==> src/rtl/select_action_multi_if.sv <==
// Handshake and memory-write bundle for select_action_multi.
// master drives the request side; slave is the selector itself.
interface select_action_multi_if #(
    parameter int WORD_WIDTH = 16,
    parameter int NUM_SINKS  = 4
);
    logic                            en;
    logic                            start;
    logic [WORD_WIDTH-1:0]           nexthop;
    logic [NUM_SINKS*WORD_WIDTH-1:0] nextsinks;
    logic [WORD_WIDTH-1:0]           action;
    logic [WORD_WIDTH-1:0]           address;
    logic [WORD_WIDTH-1:0]           data_out;
    logic                            wr_en;
    logic                            forAggregation;
    logic                            done;

    modport master (
        output en, start, nexthop, nextsinks,
        input  action, address, data_out, wr_en, forAggregation, done
    );

    modport slave (
        input  en, start, nexthop, nextsinks,
        output action, address, data_out, wr_en, forAggregation, done
    );
endinterface

==> src/rtl/select_action_multi.sv <==
// Forwarding-action selector: first valid in-cluster sink overrides the best next hop;
// a SELF_ID result posts the aggregation flag. Define SELECT_ACTION_WB_EN to also write back the action.
module select_action_multi #(
    parameter int WORD_WIDTH   = 16,
    parameter int NUM_SINKS    = 4,
    parameter int INVALID_SINK = 65,
    parameter int SELF_ID      = 300,
    parameter int FLAG_ADDR    = 2,
    parameter int ACTION_ADDR  = 3
) (
    input  logic                 clock,
    input  logic                 nrst,
    select_action_multi_if.slave bus
);
    localparam int IDX_W = (NUM_SINKS > 1) ? $clog2(NUM_SINKS) : 1;
    localparam logic [IDX_W-1:0]      LAST_IDX = IDX_W'(NUM_SINKS - 1);
    localparam logic [WORD_WIDTH-1:0] INVALID  = WORD_WIDTH'(INVALID_SINK);
    localparam logic [WORD_WIDTH-1:0] SELF     = WORD_WIDTH'(SELF_ID);
    localparam logic [WORD_WIDTH-1:0] FLAG_A   = WORD_WIDTH'(FLAG_ADDR);
`ifdef SELECT_ACTION_WB_EN
    localparam logic [WORD_WIDTH-1:0] ACTION_A = WORD_WIDTH'(ACTION_ADDR);
`endif

    typedef enum logic [2:0] {
        ST_IDLE  = 3'd0,
        ST_WAIT  = 3'd1,
        ST_SCAN  = 3'd2,
        ST_CHECK = 3'd3,
        ST_WB    = 3'd4,
        ST_WREND = 3'd5,
        ST_FIN   = 3'd6
    } state_t;

    state_t                          state_reg, state_next;
    logic [IDX_W-1:0]                idx_reg, idx_next;
    logic [NUM_SINKS*WORD_WIDTH-1:0] sinks_reg, sinks_next;
    logic [WORD_WIDTH-1:0]           action_reg, action_next;
    logic [WORD_WIDTH-1:0]           address_reg, address_next;
    logic [WORD_WIDTH-1:0]           data_out_reg, data_out_next;
    logic                            wr_en_reg, wr_en_next;
    logic                            for_agg_reg, for_agg_next;
    logic                            done_reg, done_next;

    // Slot view of the latched candidates; slot 0 is the highest priority.
    logic [WORD_WIDTH-1:0] slot [NUM_SINKS];
    generate
        for (genvar gi = 0; gi < NUM_SINKS; gi++) begin : g_slot
            assign slot[gi] = sinks_reg[gi*WORD_WIDTH +: WORD_WIDTH];
        end
    endgenerate

    always_ff @(posedge clock) begin
        if (!nrst) begin
            state_reg    <= ST_IDLE;
            idx_reg      <= '0;
            sinks_reg    <= '0;
            action_reg   <= '0;
            address_reg  <= '0;
            data_out_reg <= '0;
            wr_en_reg    <= 1'b0;
            for_agg_reg  <= 1'b0;
            done_reg     <= 1'b0;
        end else begin
            state_reg    <= state_next;
            idx_reg      <= idx_next;
            sinks_reg    <= sinks_next;
            action_reg   <= action_next;
            address_reg  <= address_next;
            data_out_reg <= data_out_next;
            wr_en_reg    <= wr_en_next;
            for_agg_reg  <= for_agg_next;
            done_reg     <= done_next;
        end
    end

    always_comb begin
        state_next    = state_reg;
        idx_next      = idx_reg;
        sinks_next    = sinks_reg;
        action_next   = action_reg;
        address_next  = address_reg;
        data_out_next = data_out_reg;
        wr_en_next    = wr_en_reg;
        for_agg_next  = for_agg_reg;
        done_next     = done_reg;
        case (state_reg)
            ST_IDLE: begin
                if (bus.en) begin
                    done_next    = 1'b0;
                    wr_en_next   = 1'b0;
                    for_agg_next = 1'b0;
                    state_next   = ST_WAIT;
                end
            end
            ST_WAIT: begin
                if (bus.start) begin
                    action_next = bus.nexthop;
                    sinks_next  = bus.nextsinks;
                    idx_next    = '0;
                    state_next  = ST_SCAN;
                end
            end
            ST_SCAN: begin
                if (slot[idx_reg] != INVALID) begin
                    action_next = slot[idx_reg];
                    state_next  = ST_CHECK;
                end else if (idx_reg == LAST_IDX) begin
                    state_next = ST_CHECK;
                end else begin
                    idx_next = idx_reg + 1'b1;
                end
            end
            ST_CHECK: begin
                if (action_reg == SELF) begin
                    for_agg_next  = 1'b1;
                    address_next  = FLAG_A;
                    data_out_next = WORD_WIDTH'(1);
                    wr_en_next    = 1'b1;
`ifdef SELECT_ACTION_WB_EN
                    state_next    = ST_WB;
`else
                    state_next    = ST_WREND;
`endif
                end else begin
                    for_agg_next = 1'b0;
`ifdef SELECT_ACTION_WB_EN
                    state_next   = ST_WB;
`else
                    state_next   = ST_FIN;
`endif
                end
            end
`ifdef SELECT_ACTION_WB_EN
            ST_WB: begin
                address_next  = ACTION_A;
                data_out_next = action_reg;
                wr_en_next    = 1'b1;
                state_next    = ST_WREND;
            end
`endif
            ST_WREND: begin
                wr_en_next = 1'b0;
                state_next = ST_FIN;
            end
            ST_FIN: begin
                done_next  = 1'b1;
                state_next = ST_IDLE;
            end
            default: state_next = ST_IDLE;
        endcase
    end

    assign bus.action         = action_reg;
    assign bus.address        = address_reg;
    assign bus.data_out       = data_out_reg;
    assign bus.wr_en          = wr_en_reg;
    assign bus.forAggregation = for_agg_reg;
    assign bus.done           = done_reg;
endmodule
==> src/flat_wrapper.sv <==
// flat-port wrapper written by rule: the top's interface ports become plain ports
module select_action_multi_flat 
#(
    parameter int WORD_WIDTH   = 16,
    parameter int NUM_SINKS    = 4,
    parameter int INVALID_SINK = 65,
    parameter int SELF_ID      = 300,
    parameter int FLAG_ADDR    = 2,
    parameter int ACTION_ADDR  = 3
)
  (clock, nrst, bus_en, bus_start, bus_nexthop, bus_nextsinks, bus_action, bus_address, bus_data_out, bus_wr_en, bus_forAggregation, bus_done);
  select_action_multi_if #(.WORD_WIDTH(WORD_WIDTH), .NUM_SINKS(NUM_SINKS)) bus_i ();
  input  logic clock;
  input  logic nrst;
  input wire logic [$bits(bus_i.en)-1:0] bus_en;
  input wire logic [$bits(bus_i.start)-1:0] bus_start;
  input wire logic [$bits(bus_i.nexthop)-1:0] bus_nexthop;
  input wire logic [$bits(bus_i.nextsinks)-1:0] bus_nextsinks;
  output wire logic [$bits(bus_i.action)-1:0] bus_action;
  output wire logic [$bits(bus_i.address)-1:0] bus_address;
  output wire logic [$bits(bus_i.data_out)-1:0] bus_data_out;
  output wire logic [$bits(bus_i.wr_en)-1:0] bus_wr_en;
  output wire logic [$bits(bus_i.forAggregation)-1:0] bus_forAggregation;
  output wire logic [$bits(bus_i.done)-1:0] bus_done;
  assign bus_i.en = bus_en;
  assign bus_i.start = bus_start;
  assign bus_i.nexthop = bus_nexthop;
  assign bus_i.nextsinks = bus_nextsinks;
  assign bus_action = bus_i.action;
  assign bus_address = bus_i.address;
  assign bus_data_out = bus_i.data_out;
  assign bus_wr_en = bus_i.wr_en;
  assign bus_forAggregation = bus_i.forAggregation;
  assign bus_done = bus_i.done;
  select_action_multi #(.WORD_WIDTH(WORD_WIDTH), .NUM_SINKS(NUM_SINKS), .INVALID_SINK(INVALID_SINK), .SELF_ID(SELF_ID), .FLAG_ADDR(FLAG_ADDR), .ACTION_ADDR(ACTION_ADDR)) u_core (.clock(clock), .nrst(nrst), .bus(bus_i));
endmodule
==> config.mk <==
export PLATFORM = sky130hd
export DESIGN_NAME = select_action_multi_flat
export DESIGN_NICKNAME = d
export VERILOG_FILES = /design/src/rtl/select_action_multi_if.sv /design/src/rtl/select_action_multi.sv /design/src/flat_wrapper.sv
export SDC_FILE = /design/constraint.sdc
export NUM_CORES = 1
export LEC_CHECK = 0
export CAP_MARGIN = 15
export CORE_UTILIZATION = 35
export DETAILED_ROUTE_END_ITERATION = 16
export GPL_TIMING_DRIVEN = 0
export PLACE_DENSITY_LB_ADDON = 0.25
export SYNTH_ARGS = -nofsm -noshare
export SYNTH_HDL_FRONTEND = slang
export SYNTH_SLANG_ARGS = --single-unit
==> constraint.sdc <==
create_clock -name clock -period 3.27 [get_ports clock]
set_input_delay 0.654 -clock clock [delete_from_list [all_inputs] [get_ports clock]]
set_output_delay 0.654 -clock clock [all_outputs]
set_load 0.05 [all_outputs]
After elaboration in Yosys (flattened, before gate mapping) --
Cells that the tools add are included.
Word-level totals: logic and storage cells 61, input port bits 84, register bits after elaboration 89
Cells by class: multiplexer cells 22, eq/ne operators 15, add/sub/neg operators 1, reductions and logical operators 13, $lt $le $gt $ge 1, bitwise logic cells 1
Operators by type and width (number):
- 16-bit 2-to-1 mux | 4
- 16-bit binary-select mux with 2-bit select | 1
- 16-bit one-hot mux with 2 select lines | 1
- 16-bit by 9-bit equality test with 1-bit output, second input constant | 1
- 16-bit by 7-bit != test with 1-bit output, second input constant | 1
- 3-bit one-hot mux with 5 select lines | 1
- 3-bit 2-to-1 mux | 4
- 3-bit AND reduction | 3
- 2-bit 2-to-1 mux | 4
- 2-bit != test, second input constant | 4
- 2-bit AND reduction | 4
- 3-bit by 2-bit equality test with 1-bit output, second input constant | 2
- 3-bit equality test, second input constant | 2
- 2-bit nonzero test | 3
- 2-bit by 1-bit != test with 1-bit output, second input constant | 2
- 1-bit one-hot mux with 2 select lines | 2
- 2-bit one-hot mux with 2 select lines | 1
- 4-bit AND reduction | 1
- 3-bit by 1-bit equality test with 1-bit output, second input constant | 1
- 3-bit >= comparator, second input constant | 1
- 3-bit zero test | 1
- 1-bit 2-to-1 mux | 3
- 3-bit by 1-bit != test with 1-bit output, second input constant | 1
- 2-bit NOT with 3-bit output | 1
- other kinds (4) | 4

Logic depth before layout (Yosys ltp) --
Gate-level depths: netlist of the first run.
depth after elaboration 7, mapped depth 8, mapped depth without buffers 5

Worst setup path before layout of the first run --
Ideal clock, no wire load.
kind reg2reg, from reg u_core.idx_reg[1], to reg u_core.idx_reg[0], library setup time 0.072 ns, cell stages (with the launch flop) 8, arrival time 2.239 ns, path buffers 2, setup slack 0.960 ns, data required time 3.198 ns, cells stage by stage dfxtp_1 -> clkbuf_1 -> clkbuf_1 -> mux4_2 -> nor4_4 -> nand4_4 -> nor3b_4 -> mux2i_1
On the way: cells in the longest elaborated chain, start to end 7
Ends and longest elaborated chain:
- start, declared | line select_action_multi.sv:35 | logic [IDX_W-1:0] idx_reg, idx_next;
- start signal, assigned | line select_action_multi.sv:65 | idx_reg <= idx_next;
- 2-bit NOT with 3-bit output (implied by the code) | line select_action_multi.sv:104 | if (slot[idx_reg] != INVALID) begin
- 16-bit binary-select mux with 2-bit select | line select_action_multi.sv:104
- 16-bit 2-to-1 mux (implied by the code) (2 in series) | line select_action_multi.sv:104
- 16-bit by 7-bit != test with 1-bit output | line select_action_multi.sv:104
- 2-bit != test (no line)
- 4-bit AND reduction (no line) (*)
Every way passes the cells marked *; elsewhere a longest branch is shown, timed or not. The select of a mux whose other input is x is not followed. A chain may end at the register's enable or synchronous reset.

Worst setup path after layout of the first run --
Same ends and word-level chain as after synthesis.

==> results of run 1 <==
logic make-up after synthesis:
kind of cell | count (synthesis) | synth area share, %
AO/OA/AOI/OAI | 109 | 18.77
flip-flops | 89 | 39.77
other | 1 | 0.08370
AND/OR/NAND/NOR | 207 | 21.87
XOR/XNOR | 1 | 0.1955
buffers and inverters | 71 | 9.243
adder cells (fa/ha/maj) | 1 | 0.2792
multiplexers | 19 | 9.802
metrics by stage:
step	util (%)	setup WS [ns]
finish	50.01	0.2785
global route	50.01	0.1145
CTS	50.01	0.3054
detailed placement	47.55	0.04257
global placement	47.55	0.1025
floorplan	-	0.9599
how the worst max path moves through the flow:
stage,from,to,slack (ns),cells past startpoint
2_1_floorplan,u_core.idx_reg[1],u_core.idx_reg[0],0.96,7
3_3_place_gp,bus_start,u_core.sinks_reg[53],0.10,7
3_5_place_dp,bus_start,u_core.sinks_reg[53],0.04,7
4_1_cts,u_core.idx_reg[1],u_core.idx_reg[0],0.31,7
5_1_grt,bus_start,u_core.sinks_reg[53],0.11,7
6_report,u_core.idx_reg[1],u_core.idx_reg[0],0.28,7
worst min-delay path, delay by kind of cell, from the launching register on:
family	cells	cell delay (ns)
AND/OR/NAND/NOR	1	0.05
flip-flops	1	0.31
AO/OA/AOI/OAI	1	0.06
per-layer routing:
metal	vias to the layer above	global-route usage, %	share of wire (%)
li1	1948	-	-
met2	157	32.57	48
met3	17	3.795	6.7
met4	0	6.840	1.7
met1	1788	23.53	44
met5	-	0	0
area by class of cell:
| cell class | count | area [sq um] | area share [%] |
|---|---|---|---|
| clock buffer | 10 | 229.0 | 3.734 |
| clock inverter | 6 | 72.57 | 1.183 |
| multi-input combinational | 367 | 2394 | 39.03 |
| sequential | 89 | 1782 | 29.06 |
| inverter | 3 | 11.26 | 0.1836 |
| tap | 168 | 210.2 | 3.428 |
| buffer | 68 | 402.9 | 6.570 |
| timing repair buffer | 103 | 1031 | 16.81 |
power breakdown:
group / switching (mW) / internal (mW) / leakage, nW
Combinational: 0.296 / 0.225 / 1.38
Clock: 0.450 / 0.602 / 0.144
Sequential: 0.0339 / 1.14 / 0.723
cells in the final DEF (no fill, tap or decap), types with 3 or more instances in the layout:
cell type,synthesis,layout
nand2_1,158,158
clkdlybuf4s50_1,0,103
dfxtp_1,89,89
a21boi_0,64,64
buf_4,31,31
conb_1,1,30
clkbuf_1,27,28
and2_1,15,15
a22oi_1,14,14
mux4_1,13,13
o211ai_1,11,11
nand3_1,9,9
clkbuf_16,0,9
buf_1,7,7
o211ai_2,6,6
nor2_1,4,4
o21ai_0,4,4
inv_1,3,3
mux4_2,3,3
mux2i_1,3,3
a21oi_1,3,3
inv_6,0,3
==> reports/qor.csv, run 1 <==
metric,value,unit
clock_latency,0.34,ns
rsz0062_at_grt,no,
grt_max_degree,17,
skew,0.01000,ns
fp-row-count,40,
rr_endpoint,u_core.idx_reg[0],
post_cts_buffers,0,
cp-start-kind,flop,
clock-root-buffer,clkbuf_16,
viasPerCell,4.803,
hold_class,flop to flop,
largest_reg_flops,64,
vias,3910,
path_buf_inv,2,
min_to,u_core.sinks_reg[60],
grt_use_total,18.95,%
avgSynthCellArea,8.997,sq um
max_slew_margin,57.71,%
ys.flop_type,dfxtp_1,
path_clk_slew,0.07,ns
timing.hold.ws,0.4654,ns
routed_wl,12.47,mm
crit_slowest_cell,clkbuf_1,
finalHoldViolations,0,
crit_type,flop to flop,
end_kind,flop,
synth_edf_count,0,
crit_chain,clkbuf_1 -> clkbuf_1 -> mux4_1 -> nor4b_4 -> nand4_4 -> nor3b_4 -> mux2i_1,
stdcell_area,6132,sq um
path_max_fanout,10,
drt-wirelength-per-cell,15.32,microns
synth_area_leaders,"dfxtp_1 40%, nand2_1 13%, a21boi_0 11%",
tns,0,ns
dp_cells,798,
layout_min_cycle_time,2.992,ns
start_util,36.54,%
final_nets,726,
firstDrtPassIters,5,
antenna_found_initial,0,
cpMostUsedCell,clkbuf_1,
total_power,2.743,mW
grt_pass1_wl,19.05,mm
die_area,13260,sq um
cts_tree,built,
diodes,0,
hold_depth,2,
hold_buffers,0,
synth_top_area_share,39.77,%
nFillCells,1176,
layout-drive-gt1-share,10.37,%
drc,0,
r2r-start,u_core.idx_reg[1],
grt-ovfl-total,0,
ir_worst_vdd,0.2439,mV
hpwlAfterDp,9.601,mm
coreArea,12260,sq um
htreeDepth,3,
yosysUniqueCellTypes,44,
maxCapViolations,0,
die_w,115.1,microns
synth_top_area_cell,dfxtp_1,
boundaryPins,135,
cts_buffers,9,
syn2layout_area_growth,36.86,%
ys_seq_elements,89,
tightest_slew,0.6344,ns
synth_seq_area_share,39.77,%
routabilityCongestion,0.8313,
critical_path.top_delay_family,buffers and inverters,
io_buffers,103,
cts_num_sinks,89,
arrival,3.25,ns
critPathMaxStageDelay,0.55,ns
max_freq,334.3,MHz
cts_max_path_buffers,2,
cp.required,3.53,ns
setup_viol,0,
finalMaxSlewViolations,0,
place_area,5831,sq um
power_leakage,2.244,nW
syn-cell-area,4481,sq um
cts-resized-gates,0,
async_flop_share,0,%
first_iter_violations,246,
synth.most_common_cell,nand2_1,
fin_crit_sh,91.48,%
syn_inst,498,
hold_path.startpoint,u_core.sinks_reg[60],
stdcell_count,814,
grt_pass1_vias,3791,
ant_nets,0,
synth_warnings,0,
p_per_area,447.4,nW/um^2
outcome,"finished, final reports clean",
die_h,115.1,microns
worst-r2r-cell-count,7,
r2r_setup_slack,0.28,ns
netlist_top_cells_count,"158 x nand2_1, 89 x dfxtp_1, 64 x a21boi_0, 31 x buf_4, 27 x clkbuf_1",
Note: power is estimated with default switching activity, not from simulation.
==> inputs of run 2 (changes only) <==
Settings changed: CAP_MARGIN 15 to 20, SKIP_CTS_REPAIR_TIMING set to 1.
==> results of run 2 <==
No change in the layout: final DEF, timing and power equal those of run 1.
==> inputs of run 3 (changes only) <==
Settings changed: ABC_AREA set to 1.
==> reports/qor.csv, run 3 <==
metric,value,unit
outcome,"finished, final reports clean",
synth_top_area_cell,dfxtp_1,
cts_max_path_buffers,2,
clock_latency,0.34,ns
finalHoldViolations,0,
hpwlAfterDp,9.715,mm
fp-row-count,41,
path_clk_slew,0.06,ns
power_leakage,2.758,nW
drt-wirelength-per-cell,12.61,microns
yosysUniqueCellTypes,24,
htreeDepth,3,
netlist_top_cells_count,"163 x nor2_1, 153 x nand2_1, 89 x dfxtp_1, 81 x o21ai_0, 50 x nand3_1",
synth_edf_count,0,
power.share.clock,21.2,%
die_h,115.8,microns
p_per_area,749.7,nW/um^2
crit_type,flop to output port,
combPwrFrac,43.9,%
ys_seq_elements,89,
cp.required,2.62,ns
largest_reg_flops,64,
boundaryPins,135,
io_buffers,103,
syn2layout_area_growth,35.98,%
cts_tree,built,
maxCapViolations,0,
p_int,2.685,mW
drc,0,
grt_max_degree,14,
fin_crit_sh,68.32,%
ys.flop_type,dfxtp_1,
viasPerCell,4.615,
final_nets,914,
synth.most_common_cell,nor2_1,
async_flop_share,0,%
ant_nets,0,
routabilityCongestion,0.9676,
final_common_cell,nor2_1,
startpoint,u_core.bus.address[1],
tightest_slew,0.6142,ns
cp-start-kind,flop,
firstDrtPassIters,5,
most-common-layout-cells,"163 x nor2_1, 153 x nand2_1, 103 x clkdlybuf4s50_1, 89 x dfxtp_1, 81 x o21ai_0",
vias,4643,
synth_seq_area_share,39.29,%
syn-cell-area,4534,sq um
hold_path.startpoint,u_core.bus.done,
end_kind,output port,
layout-drive-gt1-share,10.31,%
die_w,115.8,microns
skew,0.004383,ns
grt_use_total,19.77,%
syn_inst,686,
max_slew_margin,59.06,%
rr_endpoint,u_core.sinks_reg[3],
hold_depth,2,
cts_num_sinks,89,
clock-root-buffer,clkbuf_16,
min_to,u_core.bus.done,
cts_buffers,9,
antenna_found_initial,0,
timing.hold.ws,0.4622,ns
p_sw_share,41.92,%
max_freq,447.6,MHz
tns,0,ns
grt_pass1_vias,4180,
p_sw,1.938,mW
synth_top_area_share,39.29,%
synth_area_leaders,"dfxtp_1 39%, nor2_1 13%, nand2_1 13%",
avgSynthCellArea,6.610,sq um
first_iter_violations,268,
layout_min_cycle_time,2.234,ns
worst-r2r-cell-count,9,
hold_class,flop to flop,
synth_warnings,0,
r2r-start,u_core.state_reg[2],
setup_viol,0,
coreArea,12620,sq um
grt_pass1_wl,20.38,mm
ir_worst_vdd,0.2298,mV
seq_power_share,35.0,%
grt-ovfl-total,0,
die_area,13410,sq um
diodes,0,
r2r_setup_slack,1.27,ns
path_max_fanout,3,
finalMaxSlewViolations,0,
routed_wl,12.69,mm
start_util,35.93,%
rsz0062_at_grt,no,
arrival,1.58,ns
final_util,48.86,%
-- run 3: cells by family after synthesis --
logic type / after synthesis / synth area share, %
flops: 89 / 39.29
fa+ha+maj: 1 / 0.2759
other cells: 1 / 0.08270
compound gates: 104 / 11.53
simple gates: 392 / 36.01
buf+inv: 99 / 12.80
-- run 3: worst max path at each step --
stage	endpoint	slack, ns	depth (start not counted)
2_1_floorplan	u_core.bus.action[5]	1.62	14
3_3_place_gp	u_core.sinks_reg[5]	0.69	8
3_5_place_dp	u_core.sinks_reg[3]	0.70	8
4_1_cts	bus_data_out[0]	1.01	2
5_1_grt	u_core.sinks_reg[37]	0.88	8
6_report	bus_data_out[0]	1.04	2
-- run 3: metrics by stage --
step | power, mW | setup WS [ns] | cell area [sq um] | cells
final | 4.623 | 1.036 | 6166 | 1006
after detailed placement | 3.649 | 0.7010 | 5889 | 990
after global routing | 4.966 | 0.8762 | 6166 | 1006
after global placement | 3.636 | 0.6927 | 5889 | 990
after CTS | 4.627 | 1.009 | 6166 | 1006
after floorplan | 3.044 | 1.625 | 4643 | 715
-- run 3: critical path, cell delays in order (launching register included) --
cell             delay [ns]
dfxtp_1                0.35
buf_4                  0.11
clkdlybuf4s50_1        0.78
-- run 3: power by group through the flow --
| stage | registers [mW] | logic [mW] | clock network (mW) |
|---|---|---|---|
| global route | 1.65 | 2.27 | 1.04 |
| finish | 1.62 | 2.03 | 0.979 |
| global placement | 1.63 | 2.00 | 0 |
| detailed placement | 1.63 | 2.02 | 0 |
| CTS | 1.61 | 2.02 | 0.989 |
| floorplan | 1.92 | 1.13 | 0 |
-- run 3: area by class of cell --
type / count / area (sq um)
flip-flops and latches: 89 / 1782
repair buffers: 103 / 1031
fillers: 1353 / 6454
well taps: 172 / 215.2
multi-input cells: 527 / 2281
clock inverters: 2 / 12.51
clock buffers: 14 / 264.0
inverters: 25 / 101.3
plain buffers: 74 / 479.2
-- run 3: metal layers --
layer,track usage [%],vias to the layer above,part of all wire (%),routed length [microns]
li1,-,2416,-,-
met2,31.63,173,43,5407
met3,4.027,24,6.8,857
met5,0,-,0,0
met4,6.923,0,2.0,255
met1,26.41,2030,49,6164
